[src/rtl/pipe_ctrl.sv]
// Pipeline control for the five-stage core: stall arbitration,
// exception/ERET redirect, post-flush blanking, stall/flush stats, watchdog.
module pipe_ctrl #(
  parameter logic [31:0] EXC_VECTOR = 32'h0000_0040,
  parameter logic [31:0] INT_VECTOR = 32'h0000_0020,
  parameter int unsigned WDOG_LIMIT = 1024
) (
  input  logic        clk,
  input  logic        rst,
  input  logic        stallreq_from_if,
  input  logic        stallreq_from_id,
  input  logic        stallreq_from_ex,
  input  logic        stallreq_from_mem,
  input  logic [31:0] excepttype_i,
  input  logic [31:0] cp0_epc_i,
  output logic [5:0]  stall,
  output logic        flush,
  output logic [31:0] new_pc,
  output logic [31:0] stall_cnt_o,
  output logic [31:0] flush_cnt_o,
  output logic        wdog_o
);

  localparam logic [31:0] LIM = 32'(WDOG_LIMIT);

  typedef enum logic {
    RUN,
    BLANK
  } state_t;

  state_t      state;
  state_t      state_nxt;
  logic [31:0] stall_cnt;
  logic [31:0] flush_cnt;
  logic [31:0] run_cnt;
  logic        wdog;
  logic [31:0] vec;

  always_comb begin
    vec = EXC_VECTOR;
    case (excepttype_i)
      32'h0000_0001: vec = INT_VECTOR;
      32'h0000_000e: vec = cp0_epc_i;
      default:       vec = EXC_VECTOR;
    endcase
  end

  always_comb begin
    stall     = 6'b000000;
    flush     = 1'b0;
    new_pc    = 32'h0;
    state_nxt = state;
    if (!rst) begin
      unique case (state)
        RUN: begin
          if (|excepttype_i) begin
            flush     = 1'b1;
            new_pc    = vec;
            state_nxt = BLANK;
          end else begin
            priority case (1'b1)
              stallreq_from_mem: stall = 6'b011111;
              stallreq_from_ex:  stall = 6'b001111;
              stallreq_from_id:  stall = 6'b000111;
              stallreq_from_if:  stall = 6'b000011;
              default:           stall = 6'b000000;
            endcase
          end
        end
        // requests seen here come from squashed bubbles
        BLANK: state_nxt = RUN;
      endcase
    end
  end

  always_ff @(posedge clk or posedge rst) begin
    if (rst) begin
      state     <= RUN;
      stall_cnt <= 32'h0;
      flush_cnt <= 32'h0;
      run_cnt   <= 32'h0;
      wdog      <= 1'b0;
    end else begin
      state <= state_nxt;
      if (|stall) stall_cnt <= stall_cnt + 32'h1;
      if (flush) flush_cnt <= flush_cnt + 32'h1;
      if (flush || ~|stall) begin
        run_cnt <= 32'h0;
      end else begin
        if (run_cnt < LIM) run_cnt <= run_cnt + 32'h1;
        if (run_cnt + 32'h1 >= LIM) wdog <= 1'b1;
      end
    end
  end

  assign stall_cnt_o = stall_cnt;
  assign flush_cnt_o = flush_cnt;
  assign wdog_o      = wdog;

endmodule

[config.mk]
export PLATFORM = sky130hd
export DESIGN_NAME = pipe_ctrl
export DESIGN_NICKNAME = d
export VERILOG_FILES = /design/src/rtl/pipe_ctrl.sv
export SDC_FILE = /design/constraint.sdc
export NUM_CORES = 1
export LEC_CHECK = 0
export ABC_AREA = 1
export BUFFER_PORTS_ARGS = -buffer_cell sky130_fd_sc_hd__buf_4
export CAP_MARGIN = 20
export CORE_MARGIN = 5
export CORE_UTILIZATION = 38
export CTS_CLUSTER_DIAMETER = 100
export CTS_CLUSTER_SIZE = 12
export DETAILED_ROUTE_END_ITERATION = 6
export PLACE_DENSITY = 0.71
export SYNTH_ARGS = -nofsm -noshare
export SYNTH_HDL_FRONTEND = slang
export SYNTH_SLANG_ARGS = --single-unit
[constraint.sdc]
create_clock -name clk -period 2.9 [get_ports clk]
set_clock_uncertainty 0.15 [all_clocks]
set_input_delay 0.29 -clock clk [delete_from_list [all_inputs] [get_ports clk]]
set_output_delay 0.29 -clock clk [all_outputs]
set_load 0.01 [all_outputs]
After elaboration in Yosys (flattened, before gate mapping)
Cells that the tools add are included.
{ "classes": {"add_sub_neg": 3, "bitwise_logic": 2, "n_reduce_logical": 6, "magnitude_cmp": 2, "muxes": 17, "n_eq_ne": 2} }
{ "op_table": {"columns": ["cell", "count"], "rows": [
  ["$mux 32", 5],
  ["$add 32x1->32 const B", 3],
  ["$pmux 32 s2", 1],
  ["$eq 32x1->1 const B", 1],
  ["$eq 32x4->1 const B", 1],
  ["$ge 32x11->1 const B", 1],
  ["$lt 32x11->1 const B", 1],
  ["$reduce_or 32->1", 1],
  ["$mux 5", 3],
  ["$mux 6", 1],
  ["$reduce_or 6->1", 1],
  ["$mux 4", 1],
  ["$mux 1", 3],
  ["$mux 3", 1],
  ["$mux 2", 1],
  ["$not 1->1", 2],
  ["$pmux 1 s2", 1],
  ["$reduce_and 2->1", 1],
  ["$reduce_bool 2->1", 1],
  ["$logic_not 1->1", 1],
  ["$logic_or 1x1->1", 1]
]} }
{ "totals": {"regBits": 98, "elab_cells": 37} }

Depth between registers and ports, before layout
Gate-level depths: netlist of the first run.
{ "logic_depth": {"ltp_word": 12, "ltp_mapped": 14, "mapped_depth_nobuf": 14} }

Least setup slack after synthesis of the first run
Ideal clock, no wire load.
{ "synth_timing": {"path_type": "input -> register", "from": "input port rst", "to": "register stall_cnt[29] (netlist: stall_cnt_o[29])", "arrival_time_ps": 3277, "setup_time_ps": 130, "n_path_buf": 0, "cell_stages": 4, "slack_ps": -657, "path_cell_list": "inv_1 nand4_2 clkinv_1 o21ai_0"} }
{ "synth_between": {"elab_chain_len": 2} }
{ "synth_rtl": {"columns": ["item", "line_no", "rtl"], "rows": [
  ["from (decl)", "9", "input logic rst,"],
  ["$mux 6", "53", "if (!rst) begin"],
  ["$reduce_or 6->1", "85", "if (|stall) stall_cnt <= stall_cnt + 32'h1;"],
  ["to (signal assigned)", "85", null],
  ["to (decl)", "33", "logic [31:0] stall_cnt;"]
]} }
No other way between the ends.
A chain may end at the register's enable or synchronous reset.

Worst setup path after layout of the first run
{ "layout_timing": {"from": "input port rst", "to": "output port new_pc[6]"} }
{ "layout_between": {"elab_chain_len": 1} }
{ "layout_rtl": {"columns": ["item", "line_no", "rtl"], "rows": [
  ["$mux 32", "53", null],
  ["to (decl)", "18", "output logic [31:0] new_pc,"]
]} }
No other way between the ends.

==> flow_summary.toml, run 1 <==
[floorplanning]
coreArea_um2 = 16410
die_x_um = 138.6
die-area_um2 = 19210
rows = 47
start_util = 0.3831
ioPinCount = 174
die_height_um = 138.6

[critical_path]
crit_arrival_ps = 2220
worstRegToRegCells = 12
cpMostUsedCell = "buf_4"
cp_num_cells = 9
worstPathRequired_ps = 2460
slowest_delay_ps = 530
critPathSlowestCell = "dlygate4sd3_1"
path_buf_inv = 5
path_cells = "dlygate4sd3_1 -> buf_4 -> nor2_1 -> inv_1 -> nor2_2 -> buf_4 -> o21ai_0 -> a21oi_1 -> buf_4"
critPathLaunchType = "primary input"
cp_top_family = "buffers and inverters"
cp_max_fo = 32
end_kind = "output port"
crit_type = "primary input to output port"

[synthesis]
seq_area_frac_synth = 0.3902
yosys_warnings = 0
ys_ff_latch = 98
synthCells = 930
synth_top_area_frac = 0.3902
yosysTopAreaCell = "dfrtp_1"
synth_nets = 1003
yosysUniqueCellTypes = 33
postSynthAreaPerCell_um2 = 6.758
ys_top_cells_by_area = "dfrtp_1 (39%), nand2_1 (18%), nor2_1 (10%)"
netlist_area_um2 = 6285

[grt]
antenna_found_initial = 0
grtUsageTotal = 0.1870
grt_overflow = 0
grt_pass1_vias = 6232
grt_max_degree = 51
grt_pass1_wl_mm = 30.02

[layout]
fill_cells = 1620
multi_input_area_um2 = 3387
final_cell_mix = "nand2_1 (304), buf_4 (183), nor2_1 (174)"
layout-drive-gt1-share = 0.1964
area_delta_synth_final_pct = 29.29
diodes = 0
final_common_cell = "nand2_1"
fin_area_um2 = 8125
nets = 1178
seq_area_um2 = 2452

[min_path]
hold_path_class = "primary input to async pin"

[clock_tree]
clk_pin_slew_ps = 70
cts_tree = "yes"
cts_buffers = 9
post_cts_resized = 0
clk_path_buf_depth = 2
clkSinkCount = 98
htree_levels = 3
clock_latency_ps = 350
root_buffer = "clkbuf_16"

[place]
port_buffers = 172
placed_area_um2 = 7838
gp_congestion = 0.9358
dp_hpwl_mm = 14.11

[detailed_routing]
routed_wl_mm = 18.04
drt-pass1-iter-count = 5
via_count = 6484
wl_per_cell_um = 13.56
route.detailed.drc = 0
ant_nets = 0
via_per_inst = 4.875
first_iter_violations = 486

[pwr]
total_power_w = 0.002918
ir_worst_vdd_uv = 230.5
p_leak_nw = 3.867
p_per_area_nw_per_um2 = 359.1

[sta]
max_freq_ghz = 0.3765
finalCriticalPeriod_ps = 2656
setup_violations = 0
fin_setup_tns_ps = 0
rsz0062_at_grt = "false"
tightest_slew_ps = 621.5
timing.final.crit_share = 0.9158
slew_violations = 0
relSlewSlack = 0.5856
finalHoldViolCount = 0

[run]
maxCapViolations = 0

[status]
status = "complete, no violations"
[state kept, by name, indices dropped and copies added, names as in the netlist]
| signal | cells |
|---|---|
| flush_cnt_o | 32 |
| run_cnt | 32 |
| stall_cnt_o | 32 |
| state | 1 |
| wdog_o | 1 |
[cell families (layout without fill, tap and decap cells)]
kind of cell	count (synthesis)	after routing	share of synthesized area
fa+ha+maj	3	3	0.005973
other cells	1	1	0.0005967
flops	98	98	0.3902
xor+xnor	61	61	0.08501
simple gates	627	627	0.4237
buf+inv	112	292	0.07127
compound gates	28	28	0.02329
[final cells by class]
type                    count  area share
clock inverters             6    0.006006
flip-flops and latches     98      0.3018
well taps                 220     0.03388
repair buffers            184      0.1703
multi-input cells         720      0.4168
clock buffers              10     0.02818
inverters                  92     0.04296
[final timing paths]
| kind | endpoint | start | slack [ps] |
|---|---|---|---|
| worst max-delay path | new_pc[6] | rst | 240 |
| worst min-delay path | run_cnt[23] | rst | 320 |
| worst max register to register | wdog_o | run_cnt[0] | 620 |
| worst min register to register | wdog_o | wdog_o | 350 |
| max in group asynchronous | stall_cnt_o[22] | rst | 1360 |
| min in group clk | wdog_o | wdog_o | 350 |
[cell usage after synthesis (all sizes together)]
library cell and instances:
nand4 32, o21ai 15, nor2 183, buf 18
conb 1, a21oi 10, o21a 1, nand3b 6
inv 91, nand2 306, xnor2 36, a31oi 1
nor3 22, nand3 63, clkinv 1, clkbuf 2
a211oi 1, dfrtp 98, nor3b 5, ha 3
xor2 25, nor4 10
[routing by layer]
layer	part of all wire	global-route usage
met1	0.44	0.2384
met2	0.48	0.3214
met4	0.016	0.05772
met3	0.064	0.03655
met5	0	0
[metrics by stage]
step / hold WS (ps) / worst slack (ps) / utilization / cells
after floorplan: 349.3 / 24.74 / - / 930
after detailed placement: 145.8 / 529.3 / 0.4777 / 1313
after global routing: 360.4 / 114.8 / 0.4952 / 1330
after global placement: 144.6 / 554.2 / 0.4777 / 1313
after CTS: 338.7 / 228.3 / 0.4952 / 1330
final: 324.5 / 244.2 / 0.4952 / 1330
[power breakdown]
group          total (W)  switching [W]  leakage [nW]  internal (W)
Combinational   0.000319       0.000164          2.41      0.000155
Clock            0.00114       0.000555         0.126      0.000590
Sequential       0.00145      0.0000501          1.33       0.00140
[worst min-delay path, cell delays in order]
cell and delay (ps):
dlygate4sd3_1 530, buf_4 140, clkinvlp_4 250
[repair_timing]
action | in CTS | in global routing
hold endpoints to repair | 12 | 0
setup endpoints to repair | 0 | 0
buffers inserted | 0 | 0
hold buffers | 1 | 0
(Power assumes the default switching activity.)
==> run 2, diff against run 1 <==
Settings changed: CORE_UTILIZATION 38 to 45, PLACE_DENSITY 0.71 to 0.81.
==> flow_summary.toml, run 2 (synthesis gave the netlist of run 1 again) <==
[clock_tree]
cts_tree = "yes"
cts_buffers = 9
post_cts_resized = 0
htree_levels = 3
cts_hold_buf = 0
root_buffer = "clkbuf_16"
clkSinkCount = 98
clock_latency_ps = 350
post-cts-setup-buffer-count = 0
clk_pin_slew_ps = 60
clk_path_buf_depth = 2

[sta]
max_freq_ghz = 0.4067
tightest_slew_ps = 633.3
setup_violations = 0
setup_ws_ps = 441.4
holdWs_ps = 9.795
fin_setup_tns_ps = 0
finalCriticalPeriod_ps = 2459
timing.final.crit_share = 0.8478
slew_violations = 0
relSlewSlack = 0.5778
finalHoldViolCount = 0
rsz0062_at_grt = "false"

[detailed_routing]
first_iter_violations = 452
drt-pass1-iter-count = 5
via_per_inst = 5.151
wl_per_cell_um = 14.76
route.detailed.drc = 0
routed_wl_mm = 19.00
ant_nets = 0
via_count = 6629

[layout]
area_delta_synth_final_pct = 28.19
layout.cells.non_filler = 1287
nets = 1175
diodes = 0
final_cell_mix = "nand2_1 (304), buf_4 (181), nor2_1 (174)"
layout-drive-gt1-share = 0.1942
final_common_cell = "nand2_1"

[critical_path]
end_kind = "output port"
reg2reg_from = "run_cnt[0]"
critPathLaunchType = "flop"
crit_arrival_ps = 2020
worstReg2RegEnd = "wdog_o"
crit_type = "flop to output port"
cp_max_fo = 32
worstPathRequired_ps = 2460
rrSetupSlack_ps = 650
worstRegToRegCells = 14

[place]
dp_hpwl_mm = 14.83
place_inst = 1271
port_buffers = 172
gp_congestion = 0.9283
place_ws_ps = 492.5

[run]
maxCapViolations = 0

[pwr]
ir_worst_vdd_uv = 286.8
p_per_area_nw_per_um2 = 365.7
p_leak_nw = 3.871

[floorplanning]
die-area_um2 = 16430
die_height_um = 128.2
coreArea_um2 = 13770
rows = 43
ioPinCount = 174
start_util = 0.4563
die_x_um = 128.2

[grt]
grt_overflow = 0
grt_pass1_wl_mm = 30.93
antenna_found_initial = 0
grt_max_degree = 52
grt_pass1_vias = 6401
grtUsageTotal = 0.2332

[status]
status = "complete, no violations"

[min_path]
hold_path_class = "primary input to async pin"
==> run 2: cell types whose count changed in the layout (fill, tap and decap cells not counted), sizes merged <==
cell,change
buf,-2
clkbuf,+4
clkinvlp,-3
dlygate4sd3,-1
clkinv,+1
inv,-2
==> run 2: power by group <==
group | total, W | switching, W | leakage [nW] | internal [W]
clock | 0.00116 | 0.000511 | 0.143 | 0.000650
sequential | 0.00146 | 0.0000556 | 1.33 | 0.00141
combinational | 0.000324 | 0.000171 | 2.40 | 0.000153
total | 0.00295 | 0.000738 | 3.87 | 0.00221
==> run 2: per-layer routing <==
metal / vias up / routed length [um] / GRT usage
li1: 3269 / - / -
met1: 3071 / 7572 / 0.2797
met2: 259 / 9656 / 0.4104
met3: 30 / 1319 / 0.04833
met4: 0 / 447 / 0.08614
met5: - / 0 / 0
==> run 2: layout make-up <==
type,instances,area (um2)
Clock inverter,2,10.01
Timing Repair Buffer,181,1359
Fill cell,1344,5717
Clock buffer,14,274.0
Sequential cell,98,2452
Multi-Input combinational cell,720,3387
Inverter,92,349.1
Tap cell,180,225.2
==> run 2: worst max path at each step <==
stage	startpoint	endpoint	depth (start not counted)
2_1_floorplan	rst	stall_cnt_o[29]	5
3_3_place_gp	excepttype_i[25]	new_pc[5]	8
3_5_place_dp	excepttype_i[29]	new_pc[2]	10
4_1_cts	state	new_pc[6]	7
5_1_grt	excepttype_i[29]	new_pc[12]	10
6_report	state	new_pc[6]	7
==> run 2: critical path, stage by stage, from the launching register on <==
cell and delay (ps):
dfrtp_1 380, nor2_1 130, inv_1 100, nor2_2 140, buf_4 350, o21ai_0 140, a21oi_1 240, buf_4 170
==> run 2: stage by stage <==
step	area [um2]	utilization	power (W)
global placement	7772	0.5643	0.001808
floorplan	6289	-	0.001616
detailed placement	7772	0.5643	0.001812
finish	8056	0.5849	0.002946
global route	8056	0.5849	0.003067
CTS	8056	0.5849	0.002973
==> run 3, diff against run 2 <==
Clock period 2.9 ns to 2.1 ns, I/O delays scaled along.
==> flow_summary.toml, run 3 (synthesis gave the netlist of run 1 again) <==
[status]
status = "complete, no violations"

[detailed_routing]
routed_wl_mm = 19.91
drt-pass1-iter-count = 5
route.detailed.drc = 0
first_iter_violations = 519
ant_nets = 0
wl_per_cell_um = 14.85
via_per_inst = 5.137
via_count = 6889

[run]
maxCapViolations = 0

[layout]
utilization = 0.6381
area_delta_synth_final_pct = 39.84
final_cell_mix = "nand2_1 (300), buf_4 (229), nor2_1 (148)"
nets = 1229
layout.cells.non_filler = 1341
fin_area_um2 = 8788
layout-drive-gt1-share = 0.2756
diodes = 0
final_common_cell = "nand2_1"

[sta]
setup_ws_ps = 100.9
finalHoldViolCount = 0
setup_violations = 0
finalCriticalPeriod_ps = 1999
tightest_slew_ps = 593.4
relSlewSlack = 0.6044
max_freq_ghz = 0.5002
timing.final.crit_share = 0.9519
slew_violations = 0
rsz0062_at_grt = "true"

[clock_tree]
clk_path_buf_depth = 2
clock_latency_ps = 350
root_buffer = "clkbuf_16"
cts_tree = "yes"
clk_pin_slew_ps = 70
cts_buffers = 9
clkSinkCount = 98
htree_levels = 3

[floorplanning]
rows = 43
die_x_um = 128.2
coreArea_um2 = 13770
start_util = 0.4563
ioPinCount = 174
die-area_um2 = 16430
die_height_um = 128.2

[place]
place_ws_ps = 3.695
placed_area_um2 = 8154
dp_hpwl_mm = 15.60
port_buffers = 172
place_inst = 1315
gp_congestion = 0.9507

[grt]
grt_pass1_vias = 6729
antenna_found_initial = 0
grt_pass1_wl_mm = 32.04
grtUsageTotal = 0.2413
grt_max_degree = 49
grt_overflow = 0

[pwr]
p_sw_w = 0.001050
pwr-share-seq = 0.450
p_per_area_nw_per_um2 = 506.3
combPwrFrac = 0.114
p_sw_frac = 0.2361
p_int_w = 0.003399
ir_worst_vdd_uv = 362.1
clkPwrFrac = 0.436
p_leak_nw = 4.202

[min_path]
hold_path_class = "primary input to async pin"

[critical_path]
rrSetupSlack_ps = 110
cp_max_fo = 31
reg2reg_from = "run_cnt[17]"
crit_type = "flop to output port"
worstReg2RegEnd = "wdog_o"
end_kind = "output port"
crit_arrival_ps = 1640
worstRegToRegCells = 13
critPathLaunchType = "flop"
startpoint = "state"
worstPathRequired_ps = 1740
==> run 3: cell types whose count changed in the layout (fill, tap and decap cells not counted), sizes merged <==
cell / change
inv: +1
clkbuf: -4
bufinv: +3
dlygate4sd3: +1
buf: +53
==> run 3: what timing repair did <==
action	in CTS	in global routing
gates resized for setup	2	60
hold buffers	1	0
pin swaps	0	7
setup buffers	1	8
endpoints found under the setup margin	4	28
gates cloned	0	0
hold endpoints to repair	6	0
==> run 3: final cells by class <==
| cell class | count | area (um2) |
|---|---|---|
| Clock buffer | 10 | 239.0 |
| Fill cell | 1258 | 4985 |
| Tap cell | 180 | 225.2 |
| Inverter | 92 | 352.8 |
| Sequential cell | 98 | 2464 |
| Timing Repair Buffer | 235 | 1821 |
| Multi-Input combinational cell | 720 | 3575 |
| Clock inverter | 6 | 112.6 |
==> run 3: how the worst max path moves through the flow <==
stage / end / slack (ps) / depth (start not counted)
detailed placement: new_pc[5] / 4 / 10
CTS: wdog_o / 2 / 13
finish: new_pc[0] / 100 / 7
global placement: new_pc[5] / 40 / 10
global route: wdog_o / -50 / 13
floorplan: stall_cnt_o[29] / -580 / 5
==> run 3: power by group through the flow <==
stage | Sequential [W] | Clock, W | Combinational, W
floorplan | 0.00205 | 0 | 0.000179
global placement | 0.00204 | 0 | 0.000463
detailed placement | 0.00204 | 0 | 0.000470
CTS | 0.00200 | 0.00197 | 0.000477
global route | 0.00201 | 0.00205 | 0.000567
finish | 0.00200 | 0.00194 | 0.000509
==> run 3: layer usage <==
| metal | up-vias | share of wire | GRT usage |
|---|---|---|---|
| li1 | 3380 | - | - |
| met1 | 3239 | 0.40 | 0.2913 |
| met2 | 239 | 0.52 | 0.4291 |
| met3 | 31 | 0.061 | 0.05292 |
| met4 | 0 | 0.021 | 0.07179 |
| met5 | - | 0 | 0 |
==> run 3: critical path, stage by stage (launching register included) <==
cell     delay (ps)
dfrtp_1         370
nor2_1          120
inv_1           110
nor2_4          150
inv_2            80
buf_12          170
nor2_1          140
buf_4           140
==> run 3: metrics by stage <==
step,hold WS [ps],TNS [ps],power [W]
after floorplan,349.3,-5330,0.002231
after global placement,21.17,0,0.002498
after detailed placement,22.32,0,0.002508
after CTS,256.9,0,0.004451
after global routing,268.5,-312.7,0.004619
final,254.2,0,0.004449
